`config.mk`:
```
export PLATFORM = sky130hd
export DESIGN_NAME = sum_of_n_seq
export DESIGN_NICKNAME = d
export VERILOG_FILES = /design/src/rtl/sum_of_n_pkg.sv /design/src/rtl/sum_term_gen.sv /design/src/rtl/sum_of_n_seq.sv
export SDC_FILE = /design/constraint.sdc
export NUM_CORES = 1
export LEC_CHECK = 0
export CORE_MARGIN = 3
export CORE_UTILIZATION = 50
export CTS_CLUSTER_SIZE = 25
export DETAILED_ROUTE_END_ITERATION = 7
export GPL_TIMING_DRIVEN = 0
export PLACE_DENSITY = 0.7
export REMOVE_ABC_BUFFERS = 1
export SLEW_MARGIN = 20
export SYNTH_ARGS = -nofsm -noshare
export SYNTH_HDL_FRONTEND = slang
export SYNTH_SLANG_ARGS = --single-unit
```
`constraint.sdc`:
```
create_clock -name clk -period 7.3 [get_ports clk]
set_input_delay 1.46 -clock clk [delete_from_list [all_inputs] [get_ports clk]]
set_output_delay 1.46 -clock clk [all_outputs]
set_load 0.1 [all_outputs]
```
`src/rtl/sum_of_n_pkg.sv`:
```
// Shared encodings for the sequential sum-of-first-N unit.
package sum_of_n_pkg;

    typedef enum logic [1:0] {
        ST_IDLE = 2'd0,
        ST_RUN  = 2'd1,
        ST_DONE = 2'd2
    } state_t;

    localparam logic MODE_LIN = 1'b0;
    localparam logic MODE_SQR = 1'b1;

endpackage

```
`src/rtl/sum_term_gen.sv`:
```
// Term generator for the sum-of-N unit: i (linear mode) or i*i (square mode).
// Kept separate so the multiplier can be replaced by a shift-add variant.
module sum_term_gen
    import sum_of_n_pkg::*;
#(
    parameter int N_W = 8
) (
    input  logic [N_W-1:0]   i,
    input  logic             mode,
    output logic [2*N_W-1:0] term
);

    logic [2*N_W-1:0] i_ext;

    assign i_ext = {{N_W{1'b0}}, i};
    assign term  = (mode == MODE_SQR) ? i_ext * i_ext : i_ext;

endmodule

```
`src/rtl/sum_of_n_seq.sv`:
```
// Iterative 1+..+N or 1^2+..+N^2 accumulator with start/busy/done handshake.
// Define SUM_OF_N_SAT_EN to saturate the result on overflow instead of wrapping.
module sum_of_n_seq
    import sum_of_n_pkg::*;
#(
    parameter int N_W = 8,
    parameter int S_W = 3*N_W
) (
    input  logic           clk,
    input  logic           rst_n,
    input  logic           start,
    input  logic [N_W-1:0] n,
    input  logic           mode,
    output logic           busy,
    output logic           done,
    output logic [S_W-1:0] sum,
    output logic           ovf
);

    state_t           state;
    logic [N_W-1:0]   n_q;
    logic [N_W-1:0]   i_q;
    logic             mode_q;
    logic [S_W-1:0]   acc;
    logic             ovf_int;
    logic [2*N_W-1:0] term;
    logic [S_W:0]     term_ext;
    logic [S_W:0]     add;

    sum_term_gen #(.N_W(N_W)) u_term (
        .i    (i_q),
        .mode (mode_q),
        .term (term)
    );

    // Fit the raw product to the S_W+1 bit adder: zero-extend or drop high bits.
    generate
        if (S_W + 1 > 2*N_W) begin : g_ext
            assign term_ext = {{(S_W + 1 - 2*N_W){1'b0}}, term};
        end else begin : g_trunc
            assign term_ext = term[S_W:0];
        end
    endgenerate

    assign add = {1'b0, acc} + term_ext;

    always_ff @(posedge clk) begin
        if (!rst_n) begin
            state   <= ST_IDLE;
            n_q     <= '0;
            i_q     <= '0;
            mode_q  <= MODE_LIN;
            acc     <= '0;
            ovf_int <= 1'b0;
            busy    <= 1'b0;
            done    <= 1'b0;
            sum     <= '0;
            ovf     <= 1'b0;
        end else begin
            done <= 1'b0;
            case (state)
                ST_IDLE: begin
                    if (start) begin
                        n_q     <= n;
                        mode_q  <= mode;
                        acc     <= '0;
                        i_q     <= N_W'(1);
                        ovf_int <= 1'b0;
                        busy    <= 1'b1;
                        state   <= (n == '0) ? ST_DONE : ST_RUN;
                    end
                end
                ST_RUN: begin
`ifdef SUM_OF_N_SAT_EN
                    acc <= (ovf_int | add[S_W]) ? '1 : add[S_W-1:0];
`else
                    acc <= add[S_W-1:0];
`endif
                    ovf_int <= ovf_int | add[S_W];
                    i_q     <= i_q + 1'b1;
                    if (i_q == n_q)
                        state <= ST_DONE;
                end
                ST_DONE: begin
                    done  <= 1'b1;
                    sum   <= acc;
                    ovf   <= ovf_int;
                    busy  <= 1'b0;
                    state <= ST_IDLE;
                end
                default: state <= ST_IDLE;
            endcase
        end
    end

endmodule

```
==> out/metrics.yaml <==
final_layout:
  finish.utilization_pct: 59.5
  fill_cells: 872
  areaGrowthSynthToFinish_pct: 14.3
  fin_nets: 704
  diodes: 0
  drive_above_1_share_pct: 4.96
global_routing:
  antenna_found_initial: 0
  grt.met2_usage_pct: 34.1
  top_usage_layer: "met2"
  grt_usage_pct: 21.0
  grt_pass1_vias: 4204
  overflow: 0
  gr-usage-met3_pct: 4.02
  grt_util_met1_pct: 28.2
  grt_max_degree: 30
  grt_pass1_wl_um: 19800
timing:
  period_minus_slack_ns: 6.30
  drv_slew: 0
  setup_tns_ns: 0
  worst_pin_slew_ns: 1.00
  setup_viol: 0
  fin_skew_ns: 0.0116
  slew_headroom_pct: 32.9
  rsz0062_at_grt: "no"
  hold_viol: 0
  max_freq_mhz: 159
  fin_crit_sh_pct: 86.3
worst_setup_path:
  required_ns: 7.54
  critical_path.slowest_cell: "dfxtp_1"
  slowest_delay_ns: 0.59
  path_cells: "inv_1 > nor2_1 > fa_1 > fa_1 > inv_1 > fa_1 > fa_1 > inv_1 > ha_1 > inv_1 > nor2_1 > a21o_1 > a21o_1 > xor2_1 > and2_1 > ha_1 > o21a_1 > a2111oi_4 > nor3_2 > o311ai_2 > a21oi_1 > mux2i_1"
  start_kind: "flip-flop"
  crit_path_end_kind: "flip-flop"
  path_class: "reg2reg"
  cp_max_fo: 10
  crit_arrival_ns: 6.55
synth:
  synthCells: 594
  synth_area_leaders: "dfxtp_1 (28%), ha_1 (11%), fa_1 (9.7%), a22o_1 (4.2%), nand2_1 (4.1%)"
  synth-edff-count: 0
  yosysTopAreaCell: "dfxtp_1"
  synth_cell_types: 52
  ys_warn_count: 0
  syn_area_um2: 5160
  syn_area_per_cell_um2: 8.69
  ys_ff_latch: 71
  async_flop_share_pct: 0
  synth_flop_cell: "dfxtp_1"
  ys_seq_area_share_pct: 27.5
  synth_top_area_share_pct: 27.5
route:
  wirelength_um: 11400
  drtIter0Drc: 187
  viasPerCell: 5.58
  drc: 0
  ant_nets: 0
  vias: 4231
  drtPass1Iterations: 4
  wire_per_inst_um: 15.1
pwr:
  p_leak_nw: 2.70
  switching_share_pct: 24.3
  p_seq_share_pct: 45.1
  clkPwrFrac_pct: 46.8
  p_per_area_nw_per_um2: 152
  ir_worst_vdd_mv: 0.129
  p_comb_share_pct: 8.2
  p_int_mw: 0.681
  p_sw_mw: 0.218
  total_power_mw: 0.899
floorplanning:
  start_util_pct: 52.1
  coreArea_um2: 9910
  die_h_um: 108
  die_w_um: 108
  die_area_um2: 11600
  io_pins: 39
  rows: 36
clock_network:
  cts_max_path_buffers: 2
  cts_hold_buffers: 0
  postCtsSetupBuffers: 0
  cts_sinks: 71
  post_cts_resized: 0
  htreeDepth: 3
  clkSlewWorstSetupHoldPaths_ns: 0.08
  cts_tree: "built"
  root_buffer: "clkbuf_8"
  cts_inserted_buffers: 9
  insertion_delay_ns: 0.35
placement:
  hpwlAfterDp_um: 8570
  portBuffers: 38
  gp_congestion: 0.922
flow_run:
  max_cap_viol_count: 0
worst_hold_path:
  hold_class: "reg2reg"
run_status:
  outcome: "finished, final reports clean"
stage by stage:
step / hold slack [ns] / std cells / setup WS (ns) / cell area (um^2)
2_1_floorplan: 0.427 / 570 / 1.67 / 5070
3_3_place_gp: 0.453 / 741 / 1.06 / 5620
3_5_place_dp: 0.445 / 742 / 0.987 / 5630
4_1_cts: 0.474 / 758 / 0.973 / 5900
5_1_grt: 0.481 / 758 / 0.593 / 5900
6_report: 0.471 / 758 / 0.997 / 5900
cell usage in the layout (no fill, tap or decap), types with 3 or more instances in the layout:
cell / instances
a22o_1: 25
fa_1: 25
a211oi_1: 9
a21oi_1: 38
and2_1: 22
bufinv_16: 4
nor4_1: 3
ha_1: 47
dfxtp_1: 71
mux2i_1: 9
nand3_1: 12
inv_1: 47
xor2_1: 19
or4_1: 3
a22oi_1: 7
o21ai_0: 21
nand2_1: 56
clkbuf_8: 9
clkdlybuf4s50_1: 38
nor2b_1: 5
nand2b_1: 12
o21bai_1: 3
nor3_1: 9
nand4_1: 3
o21a_1: 7
a21o_1: 16
nor2_1: 46
xnor2_1: 13
cells by family (layout without fill, tap and decap cells):
family | Yosys count | after routing | synth area share [%]
simple gates | 182 | 182 | 17.1
compound gates | 153 | 153 | 21.4
fa+ha+maj | 72 | 72 | 21.1
buf+inv | 72 | 102 | 5.24
flops | 71 | 71 | 27.5
xor+xnor | 32 | 32 | 5.43
mux | 11 | 11 | 2.18
other cells | 1 | 2 | 0.0727
worst max-delay path: cells and delay by family (launching register included):
kind / cells / cell delay [ns]
buf+inv: 4 / 0.44
compound gates: 6 / 1.48
simple gates: 4 / 0.64
mux: 1 / 0.16
fa+ha+maj: 6 / 2.74
xor+xnor: 1 / 0.14
flops: 1 / 0.59
flip-flops by register name (all words and copies together) (netlist names):
| name | cells |
|---|---|
| state | 2 |
| sum | 24 |
| ovf_int | 1 |
| mode_q | 1 |
| i_q | 8 |
| done | 1 |
| busy | 1 |
| ovf | 1 |
| acc | 24 |
| n_q | 8 |
final timing paths:
path                from  slack, ns       to  cells after the start
setup / recovery  i_q[2]        1.0  acc[19]                     22
hold / removal    n_q[7]       0.47   n_q[7]                      2
setup reg to reg  i_q[2]        1.0  acc[19]                     22
hold reg to reg   n_q[7]       0.47   n_q[7]                      2
synth_stat cells (all sizes together) (11+ instances only):
cell type  count
xnor2         13
nand2         56
nand2b        12
fa            25
and2          22
clkbuf        25
xor2          19
o21ai         23
a22o          25
nor2          46
nor3          11
a21o          16
nand3         12
inv           47
dfxtp         71
a21oi         39
ha            47
cell type report:
class	count	area, um^2	area share (%)
multi-input cells	452	3480	58.9
flip-flops and latches	71	1420	24.1
inverters	47	176	2.99
repair buffers	39	392	6.64
well taps	133	166	2.82
clock buffers	9	124	2.10
clock inverters	7	143	2.42
power groups by stage:
stage / logic (mW) / registers, mW / clock network [mW]
after floorplan: 0.0429 / 0.417 / 0
after CTS: 0.0740 / 0.405 / 0.429
final: 0.0734 / 0.405 / 0.420
after detailed placement: 0.0737 / 0.415 / 0
after global placement: 0.0706 / 0.414 / 0
after global routing: 0.0821 / 0.407 / 0.449
metal layers:
metal | vias up | share of wire [%]
met2 | 91 | 47
met1 | 1992 | 47
met5 | - | 0
met4 | 0 | 2.1
met3 | 20 | 4.2
li1 | 2128 | -
Power figures use the tool's default switching activity.
